===== src/rtl/irq_pkg.sv =====
// irq_pkg: shared types and constants for the machine-mode interrupt controller.
//   irq_state_e  - controller FSM states
//   IRQ_*        - bit positions of each source in mip/mie
//   CAUSE_*      - mcause exception codes for each source
//   mk_cause     - builds an mcause value with the interrupt bit set
package irq_pkg;

    typedef enum logic [1:0] {
        IDLE = 2'd0,
        REQ  = 2'd1,
        TRAP = 2'd2
    } irq_state_e;

    localparam logic [1:0] IRQ_MSI = 2'd0;
    localparam logic [1:0] IRQ_MTI = 2'd1;
    localparam logic [1:0] IRQ_MEI = 2'd2;

    localparam logic [4:0] CAUSE_MSI = 5'd3;
    localparam logic [4:0] CAUSE_MTI = 5'd7;
    localparam logic [4:0] CAUSE_MEI = 5'd11;

    // Result is 64 bits wide so any XLEN up to 64 can take its low slice;
    // the interrupt flag lands in bit xlen-1 of that slice.
    function automatic logic [63:0] mk_cause(input int unsigned xlen, input logic [4:0] code);
        return (64'd1 << (xlen - 1)) | 64'(code);
    endfunction

endpackage


===== src/rtl/irq_ctrl_sync.sv =====
// irq_ctrl_sync: flop-chain synchronizer for an asynchronous level input.
//   clk    - system clock
//   rst    - asynchronous active-low reset, clears every stage
//   d_i    - asynchronous level
//   q_o    - level after STAGES flops in the clk domain
module irq_ctrl_sync #(
    parameter int unsigned STAGES = 2
) (
    input  logic clk,
    input  logic rst,
    input  logic d_i,
    output logic q_o
);

    logic [STAGES-1:0] sync_q;
    logic [STAGES-1:0] sync_d;

    always_comb begin
        sync_d = {sync_q[STAGES-2:0], d_i};
    end

    always_ff @(posedge clk or negedge rst) begin
        if (!rst) begin
            sync_q <= '0;
        end else begin
            sync_q <= sync_d;
        end
    end

    assign q_o = sync_q[STAGES-1];

endmodule


===== src/rtl/irq_ctrl.sv =====
// irq_ctrl: machine-mode interrupt controller.
// Latches/synchronizes the three interrupt sources, masks them with mie and
// mstatus.MIE, picks the RISC-V priority winner (MEI > MSI > MTI) and offers
// it to the pipeline with a req/ack handshake. After ack, no new request is
// raised until the pipeline retires mret.
//   clk, rst        - clock, asynchronous active-low reset
//   timer_irq_i     - one-cycle timer pulse (latched into MTIP)
//   sw_irq_i        - software interrupt level (MSIP)
//   ext_irq_i       - asynchronous external interrupt level (MEIP)
//   mie_global_i    - mstatus.MIE
//   mie_i           - per-source enables {MEIE, MTIE, MSIE}
//   irq_ack_i       - pipeline committed trap entry for the presented cause
//   mret_i          - pipeline retired mret
//   irq_req_o       - trap request
//   irq_cause_o     - mcause for the request (valid while irq_req_o=1)
//   mip_o           - pending bits {MEIP, MTIP, MSIP}
//   in_trap_o       - high between ack and mret
//
// state | meaning
// IDLE  | no request outstanding; latch winner when anything is eligible
// REQ   | request presented, cause frozen until ack or withdrawal
// TRAP  | trap taken; requests blocked until mret
module irq_ctrl
    import irq_pkg::*;
#(
    parameter int unsigned SYNC_STAGES = 2,
    parameter int unsigned XLEN        = 32
) (
    input  logic            clk,
    input  logic            rst,
    input  logic            timer_irq_i,
    input  logic            sw_irq_i,
    input  logic            ext_irq_i,
    input  logic            mie_global_i,
    input  logic [2:0]      mie_i,
    input  logic            irq_ack_i,
    input  logic            mret_i,
    output logic            irq_req_o,
    output logic [XLEN-1:0] irq_cause_o,
    output logic [2:0]      mip_o,
    output logic            in_trap_o
);

    irq_state_e      state_q, state_d;
    logic [1:0]      src_q, src_d;
    logic [XLEN-1:0] cause_q, cause_d;
    logic            mtip_q, mtip_d;
    logic            mtip_clr;
    logic            meip_sync;
    logic [2:0]      eligible;
    logic [1:0]      win_idx;
    logic [4:0]      win_code;

    irq_ctrl_sync #(
        .STAGES (SYNC_STAGES)
    ) u_ext_sync (
        .clk (clk),
        .rst (rst),
        .d_i (ext_irq_i),
        .q_o (meip_sync)
    );

    // MSIP is a pass-through, but is forced low while reset is held so the
    // whole mip read is zero during reset.
    assign mip_o    = {meip_sync, mtip_q, sw_irq_i & rst};
    assign eligible = mip_o & mie_i & {3{mie_global_i}};

    always_comb begin
        win_idx  = IRQ_MTI;
        win_code = CAUSE_MTI;
        if (eligible[IRQ_MEI]) begin
            win_idx  = IRQ_MEI;
            win_code = CAUSE_MEI;
        end else if (eligible[IRQ_MSI]) begin
            win_idx  = IRQ_MSI;
            win_code = CAUSE_MSI;
        end
    end

    always_comb begin
        state_d  = state_q;
        src_d    = src_q;
        cause_d  = cause_q;
        mtip_clr = 1'b0;
        case (state_q)
            IDLE: begin
                if (|eligible) begin
                    state_d = REQ;
                    src_d   = win_idx;
                    cause_d = XLEN'(mk_cause(XLEN, win_code));
                end
            end
            REQ: begin
                if (irq_ack_i) begin
                    state_d  = TRAP;
                    mtip_clr = (src_q == IRQ_MTI);
                end else if (!mie_global_i || !mie_i[src_q]) begin
                    state_d = IDLE;
                end
            end
            TRAP: begin
                if (mret_i) begin
                    state_d = IDLE;
                end
            end
            default: state_d = IDLE;
        endcase
    end

    // A new timer pulse in the ack cycle must not be lost: set beats clear.
    always_comb begin
        mtip_d = timer_irq_i | (mtip_q & ~mtip_clr);
    end

    always_ff @(posedge clk or negedge rst) begin
        if (!rst) begin
            state_q <= IDLE;
            src_q   <= IRQ_MSI;
            cause_q <= '0;
            mtip_q  <= 1'b0;
        end else begin
            state_q <= state_d;
            src_q   <= src_d;
            cause_q <= cause_d;
            mtip_q  <= mtip_d;
        end
    end

    assign irq_req_o   = (state_q == REQ);
    assign in_trap_o   = (state_q == TRAP);
    assign irq_cause_o = cause_q;

endmodule

===== config.mk =====
export PLATFORM = sky130hd
export DESIGN_NAME = irq_ctrl
export DESIGN_NICKNAME = d
export VERILOG_FILES = /design/src/rtl/irq_pkg.sv /design/src/rtl/irq_ctrl_sync.sv /design/src/rtl/irq_ctrl.sv
export SDC_FILE = /design/constraint.sdc
export NUM_CORES = 1
export LEC_CHECK = 0
export CAP_MARGIN = 20
export CORE_MARGIN = 2
export CORE_UTILIZATION = 32
export CTS_CLUSTER_DIAMETER = 100
export DETAILED_ROUTE_END_ITERATION = 8
export GPL_TIMING_DRIVEN = 0
export PLACE_DENSITY = 0.8
export SYNTH_ARGS = -nofsm -noshare
export SYNTH_HDL_FRONTEND = slang
export SYNTH_SLANG_ARGS = --single-unit

===== constraint.sdc =====
create_clock -name clk -period 1.9 [get_ports clk]
set_clock_uncertainty 0.2 [all_clocks]
set_input_delay 0.285 -clock clk [delete_from_list [all_inputs] [get_ports clk]]
set_output_delay 0.285 -clock clk [all_outputs]
set_load 0.005 [all_outputs]

==> impl_metrics.yaml, run 1 <==
route:
  drt-total-wl_mm: 1.14
  firstDrtPassIters: 2
  ant_nets: 0
  drt_iter0_drc: 1
  route.detailed.drc: 0
  detail_route.wl_per_cell_um: 8.14
  vias: 496
  viasPerCell: 3.54
critical_path:
  slowest_delay_ns: 0.49
  crit_slowest_cell: "clkdlybuf4s50_1"
  end_kind: "primary output"
  rrSetupSlack_ns: 0.51
  reg2reg_from: "state_q[0]$_DFFE_PN0P_"
  crit_type: "flip-flop to primary output"
  cp_cell_sequence: "and2b_2 -> clkdlybuf4s50_1"
  crit_buf_inv: 1
  path_max_fanout: 3
  worst-path-stages: 2
  arrival_ns: 1.34
  cp-startpoint: "state_q[0]$_DFFE_PN0P_"
  start_kind: "flip-flop"
  reg2regPathDepth: 3
  required_ns: 1.41
  cp_top_family: "buffers and inverters"
  r2r-end: "irq_cause_o[3]$_DFFE_PN0P_"
synthesis:
  synth.most_common_cell: "buf_4"
  yosysWarnings: 0
  syn_avg_cell_area_um2: 9.24
  seq_area_frac_synth_pct: 33.3
  synth_ff_type: "dfrtp_1"
  yosysTopAreaCellShare_pct: 38.7
  ys_ff_latch: 8
  async_flop_share_pct: 100
  synthDistinctLibCells: 21
  synthesis.area_um2: 601
  synthTopCellsByCount: "buf_4, dfrtp_1, nand2_1, o21ai_0"
  synth_edf_count: 0
  syn_inst: 65
  yosysTopAreaCell: "buf_4"
  ys_top_cells_by_area: "buf_4, dfrtp_1, and2b_2"
die:
  core_area_mm2: 0.00175
  rows: 15
  io_pins: 48
  start_util_pct: 34.4
  die_w_um: 47.3
  dieArea_mm2: 0.00224
  die_h_um: 47.3
timing:
  period_needed_ns: 1.83
  setup_violations: 0
  slew_viol_final: 0
  rsz0062_at_grt: "false"
  period_share_pct: 96.3
  hold_viol: 0
  fin_ws_ns: 0.0710
  finalSetupTns_ns: 0
  max_freq_ghz: 0.547
flow_run:
  cap_violations: 0
hold_path:
  hold_depth: 0
  holdCritStartpoint: "u_ext_sync.sync_q[0]$_DFF_PN0_"
  holdPathEnd: "u_ext_sync.sync_q[1]$_DFF_PN0_"
  hp-class: "flip-flop to flip-flop"
cts:
  cts_tree: "yes"
  post_cts_buffers: 0
  clock-sinks: 8
  clockBufferDepth: 2
  cts_max_level: 1
  cts_buffers: 3
  clock_latency_ns: 0.25
  cts.root.buffer_cell: "clkbuf_4"
  clk_pin_slew_worst_paths_ns: 0.05
grt:
  grt_max_degree: 9
  antenna_found_initial: 0
  grt_util_all_layers_pct: 10.9
  grt_pass1_wl_mm: 1.66
  grt_pass1_vias: 406
  gr-total-overflow: 0
final_layout:
  syn_to_final_growth_pct: 61.3
  nets: 128
  num_antenna_cells: 0
  stdcell_count: 140
  fin_util_pct: 55.5
  drive_gt1_share_pct: 34.8
  nFillCells: 168
placement:
  dp_hpwl_um: 982
  io_buffer_count: 20
  place_inst: 136
  dp_slack_ns: -0.341
  place_congestion: 0.796
power:
  ir_worst_vdd_mv: 0.537
  leakagePower_nw: 0.542
  powerDensity_mw_per_mm2: 582
run_status:
  status: "completed"
metal layers:
metal | track usage [%] | routed length [µm] | vias up
met5 | 0 | 0 | -
met4 | 3.33 | 0 | 0
met3 | 6.15 | 145 | 0
met2 | 18.1 | 592 | 28
met1 | 11.7 | 401 | 211
li1 | - | - | 257
cells by family (layout without fill, tap and decap cells):
group           after synthesis  in the layout  share of synthesized area (%)
compound gates               11             11                           13.5
buf+inv                      33             57                           40.0
flops                         8              8                           33.3
other cells                   1             27                          0.624
simple gates                 12             12                           12.5
metrics by stage:
| stage | instance area, µm² | total power, mW | hold WS, ns |
|---|---|---|---|
| floorplan | 698 | 0.343 | -0.211 |
| detailed placement | 930 | 0.437 | 0.139 |
| global placement | 930 | 0.432 | 0.134 |
| CTS | 963 | 0.573 | 0.152 |
| finish | 968 | 0.564 | 0.147 |
| global route | 968 | 0.609 | 0.168 |
sequential cells by signal, indices dropped and copies added (netlist names):
name	flops
irq_cause_o	2
mtip_q	1
u_ext_sync.sync_q	2
state_q	2
src_q	1
cells in the final DEF (no fill, tap or decap):
cell,instances
a41o_1,1
o21ai_1,1
dfrtp_1,8
nor2_1,2
nand2_1,3
inv_1,2
o22a_2,1
or2_1,1
dlygate4sd3_1,1
a21o_1,1
o21ai_0,3
a32oi_1,1
a21boi_0,1
a22o_1,1
clkdlybuf4s15_2,1
clkbuf_4,3
conb_1,27
nand4b_1,1
buf_4,31
or3b_4,1
and2_1,1
nor2b_1,1
and2b_2,2
dlymetal6s2s_1,2
a21oi_2,1
clkdlybuf4s50_1,17
repair_timing:
item,4_1_cts,5_1_grt
hold buffers,1,0
hold endpoints to repair,8,0
endpoints found under the setup margin,1,2
gates resized for setup,3,2
worst max-delay path by stage:
stage                      endpoint  slack (ns)
6_report                  in_trap_o        0.07
4_1_cts                    mip_o[0]       0.004
3_5_place_dp               mip_o[0]       -0.34
3_3_place_gp               mip_o[0]       -0.33
5_1_grt                   in_trap_o        0.01
2_1_floorplan  src_q[0]$_DFFE_PN0P_        0.58
power breakdown:
part           leakage (nW)  switching, mW  internal [mW]  total [mW]
Clock                0.0138         0.0554         0.0721       0.128
Combinational         0.437         0.0751          0.138       0.214
Sequential           0.0912         0.0256          0.197       0.223
area by class of cell:
| type | count | area (µm²) | area share [%] |
|---|---|---|---|
| plain buffers | 31 | 233 | 24.0 |
| clock buffers | 3 | 22.5 | 2.33 |
| flip-flops and latches | 8 | 200 | 20.7 |
| well taps | 25 | 31.3 | 3.23 |
| multi-input cells | 50 | 258 | 26.6 |
| repair buffers | 21 | 216 | 22.4 |
| inverters | 2 | 7.51 | 0.775 |
Note: power is estimated with default switching activity, not from simulation.
==> run 2, diff against run 1 <==
--- a/config.mk
+++ b/config.mk
@@ -12,6 +12,7 @@
 export DETAILED_ROUTE_END_ITERATION = 8
 export GPL_TIMING_DRIVEN = 0
 export PLACE_DENSITY = 0.8
+export RECOVER_POWER = 25
 export SYNTH_ARGS = -nofsm -noshare
 export SYNTH_HDL_FRONTEND = slang
 export SYNTH_SLANG_ARGS = --single-unit
==> run 2 against run 1 <==
  * Setup slack unchanged
  * Largest power group unchanged
  * Fmax is the same
  * Cell count unchanged
  * Sequential power hardly changed
  * Hold slack stayed put
  * Power barely moved
  * Largest cell class unchanged
  * Sequential share of layout area is essentially flat
  * Sequential cell count did not move
  * Critical endpoint unchanged
  * Utilization is 0.072 points lower
==> impl_metrics.yaml, run 2 (synthesis results as in run 1) <==
run_status:
  status: "completed"
final_layout:
  fin_util_pct: 55.4
  final_cell_mix: "buf_4, conb_1, clkdlybuf4s50_1, dfrtp_1"
  nets: 128
  mostFrequentLayoutCell: "buf_4"
  stdcell_count: 140
  num_antenna_cells: 0
  drive_gt1_share_pct: 33.9
  syn_to_final_growth_pct: 61.0
placement:
  io_buffer_count: 20
  place_inst: 136
  place_congestion: 0.796
  dp_hpwl_um: 982
power:
  finalPower_uw: 563
  swShare_pct: 27.7
  leakagePower_nw: 0.541
  power_frac_seq_pct: 39.5
  internal-power_uw: 407
  power.combinational.fraction_pct: 37.8
  power_frac_clock_pct: 22.6
  powerDensity_mw_per_mm2: 582
  ir_worst_vdd_mv: 0.537
  power.switching_uw: 156
hold_path:
  holdCritStartpoint: "u_ext_sync.sync_q[0]$_DFF_PN0_"
  hold_depth: 0
  hp-class: "flip-flop to flip-flop"
  holdPathEnd: "u_ext_sync.sync_q[1]$_DFF_PN0_"
grt:
  grt_pass1_wl_mm: 1.66
  gr-total-overflow: 0
  grt_max_degree: 9
  grt_util_all_layers_pct: 10.9
  grt_pass1_vias: 406
  antenna_found_initial: 0
critical_path:
  required_ns: 1.41
  slowest_delay_ns: 0.49
  cp_top_family: "buffers and inverters"
  crit_slowest_cell: "clkdlybuf4s50_1"
  path_max_fanout: 3
  cp_cell_sequence: "and2b_2 -> clkdlybuf4s50_1"
  start_kind: "flip-flop"
  rrSetupSlack_ns: 0.51
  reg2reg_from: "state_q[0]$_DFFE_PN0P_"
  end_kind: "primary output"
  crit_buf_inv: 1
  arrival_ns: 1.34
  r2r-end: "irq_cause_o[3]$_DFFE_PN0P_"
  reg2regPathDepth: 3
  crit_type: "flip-flop to primary output"
cts:
  clock_latency_ns: 0.25
  cts_max_level: 1
  clk_pin_slew_worst_paths_ns: 0.05
  post_cts_buffers: 0
  cts.root.buffer_cell: "clkbuf_4"
  clock-sinks: 8
  cts_buffers: 3
  cts_tree: "yes"
  clockBufferDepth: 2
die:
  rows: 15
  io_pins: 48
  start_util_pct: 34.4
  die_h_um: 47.3
  dieArea_mm2: 0.00224
  die_w_um: 47.3
  core_area_mm2: 0.00175
timing:
  period_needed_ns: 1.83
  hold_slack_ns: 0.147
  period_share_pct: 96.3
  hold_viol: 0
  max_freq_ghz: 0.547
  setup_violations: 0
  slew_viol_final: 0
  rsz0062_at_grt: "false"
route:
  drt-total-wl_mm: 1.14
  route.detailed.drc: 0
  drt_iter0_drc: 1
  detail_route.wl_per_cell_um: 8.14
  ant_nets: 0
  firstDrtPassIters: 2
  viasPerCell: 3.54
  vias: 496
flow_run:
  cap_violations: 0
[run 2: cell types whose count changed in the layout (fill, tap and decap cells not counted)]
| cell | delta |
|---|---|
| clkdlybuf4s15_2 | -1 |
| clkdlybuf4s25_1 | +1 |
| clkdlybuf4s50_1 | -1 |
| dlygate4sd3_1 | +1 |
[run 2: repair_timing]
| item | 4_1_cts | 5_1_grt |
|---|---|---|
| gates resized for setup | 3 | 2 |
| hold endpoints to repair | 8 | 0 |
| gates cloned | 0 | 0 |
| setup endpoints to repair | 1 | 2 |
| hold buffers | 1 | 0 |
[run 2: power groups by stage]
stage               logic, mW  registers (mW)  clock network (mW)
floorplan               0.121           0.222                   0
global placement        0.209           0.224                   0
detailed placement      0.212           0.225                   0
CTS                     0.214           0.223               0.136
global route            0.235           0.229               0.145
finish                  0.213           0.222               0.128
[run 2: worst max-delay path by stage]
| stage | startpoint | end | slack (ns) | depth (start not counted) |
|---|---|---|---|---|
| 2_1_floorplan | state_q[0]$_DFFE_PN0P_ | src_q[0]$_DFFE_PN0P_ | 0.58 | 2 |
| 3_3_place_gp | rst | mip_o[0] | -0.33 | 3 |
| 3_5_place_dp | rst | mip_o[0] | -0.34 | 3 |
| 4_1_cts | sw_irq_i | mip_o[0] | 0.004 | 3 |
| 5_1_grt | state_q[0]$_DFFE_PN0P_ | in_trap_o | 0.01 | 2 |
| 6_report | state_q[0]$_DFFE_PN0P_ | in_trap_o | 0.07 | 2 |
[run 2: metal layers]
layer  part of all wire (%)  GRT usage [%]  vias to the layer above
li1                       -              -                      257
met1                     35           11.7                      211
met2                     52           18.1                       28
met3                     13           6.15                        0
met4                      0           3.33                        0
met5                      0              0                        -
[run 2: cell type report]
cell class	count	area, µm²
Fill cell	169	778
Sequential cell	8	200
Inverter	2	7.51
Timing Repair Buffer	21	215
Tap cell	25	31.3
Clock buffer	3	22.5
Buffer	31	233
Multi-Input combinational cell	50	258
[run 2: through the flow]
stage,instance area [µm²],TNS [ns],setup slack (ns)
2_1_floorplan,698,0,0.576
3_3_place_gp,930,-0.376,-0.331
3_5_place_dp,930,-0.511,-0.341
4_1_cts,963,0,0.00418
5_1_grt,967,0,0.0107
6_report,967,0,0.0710
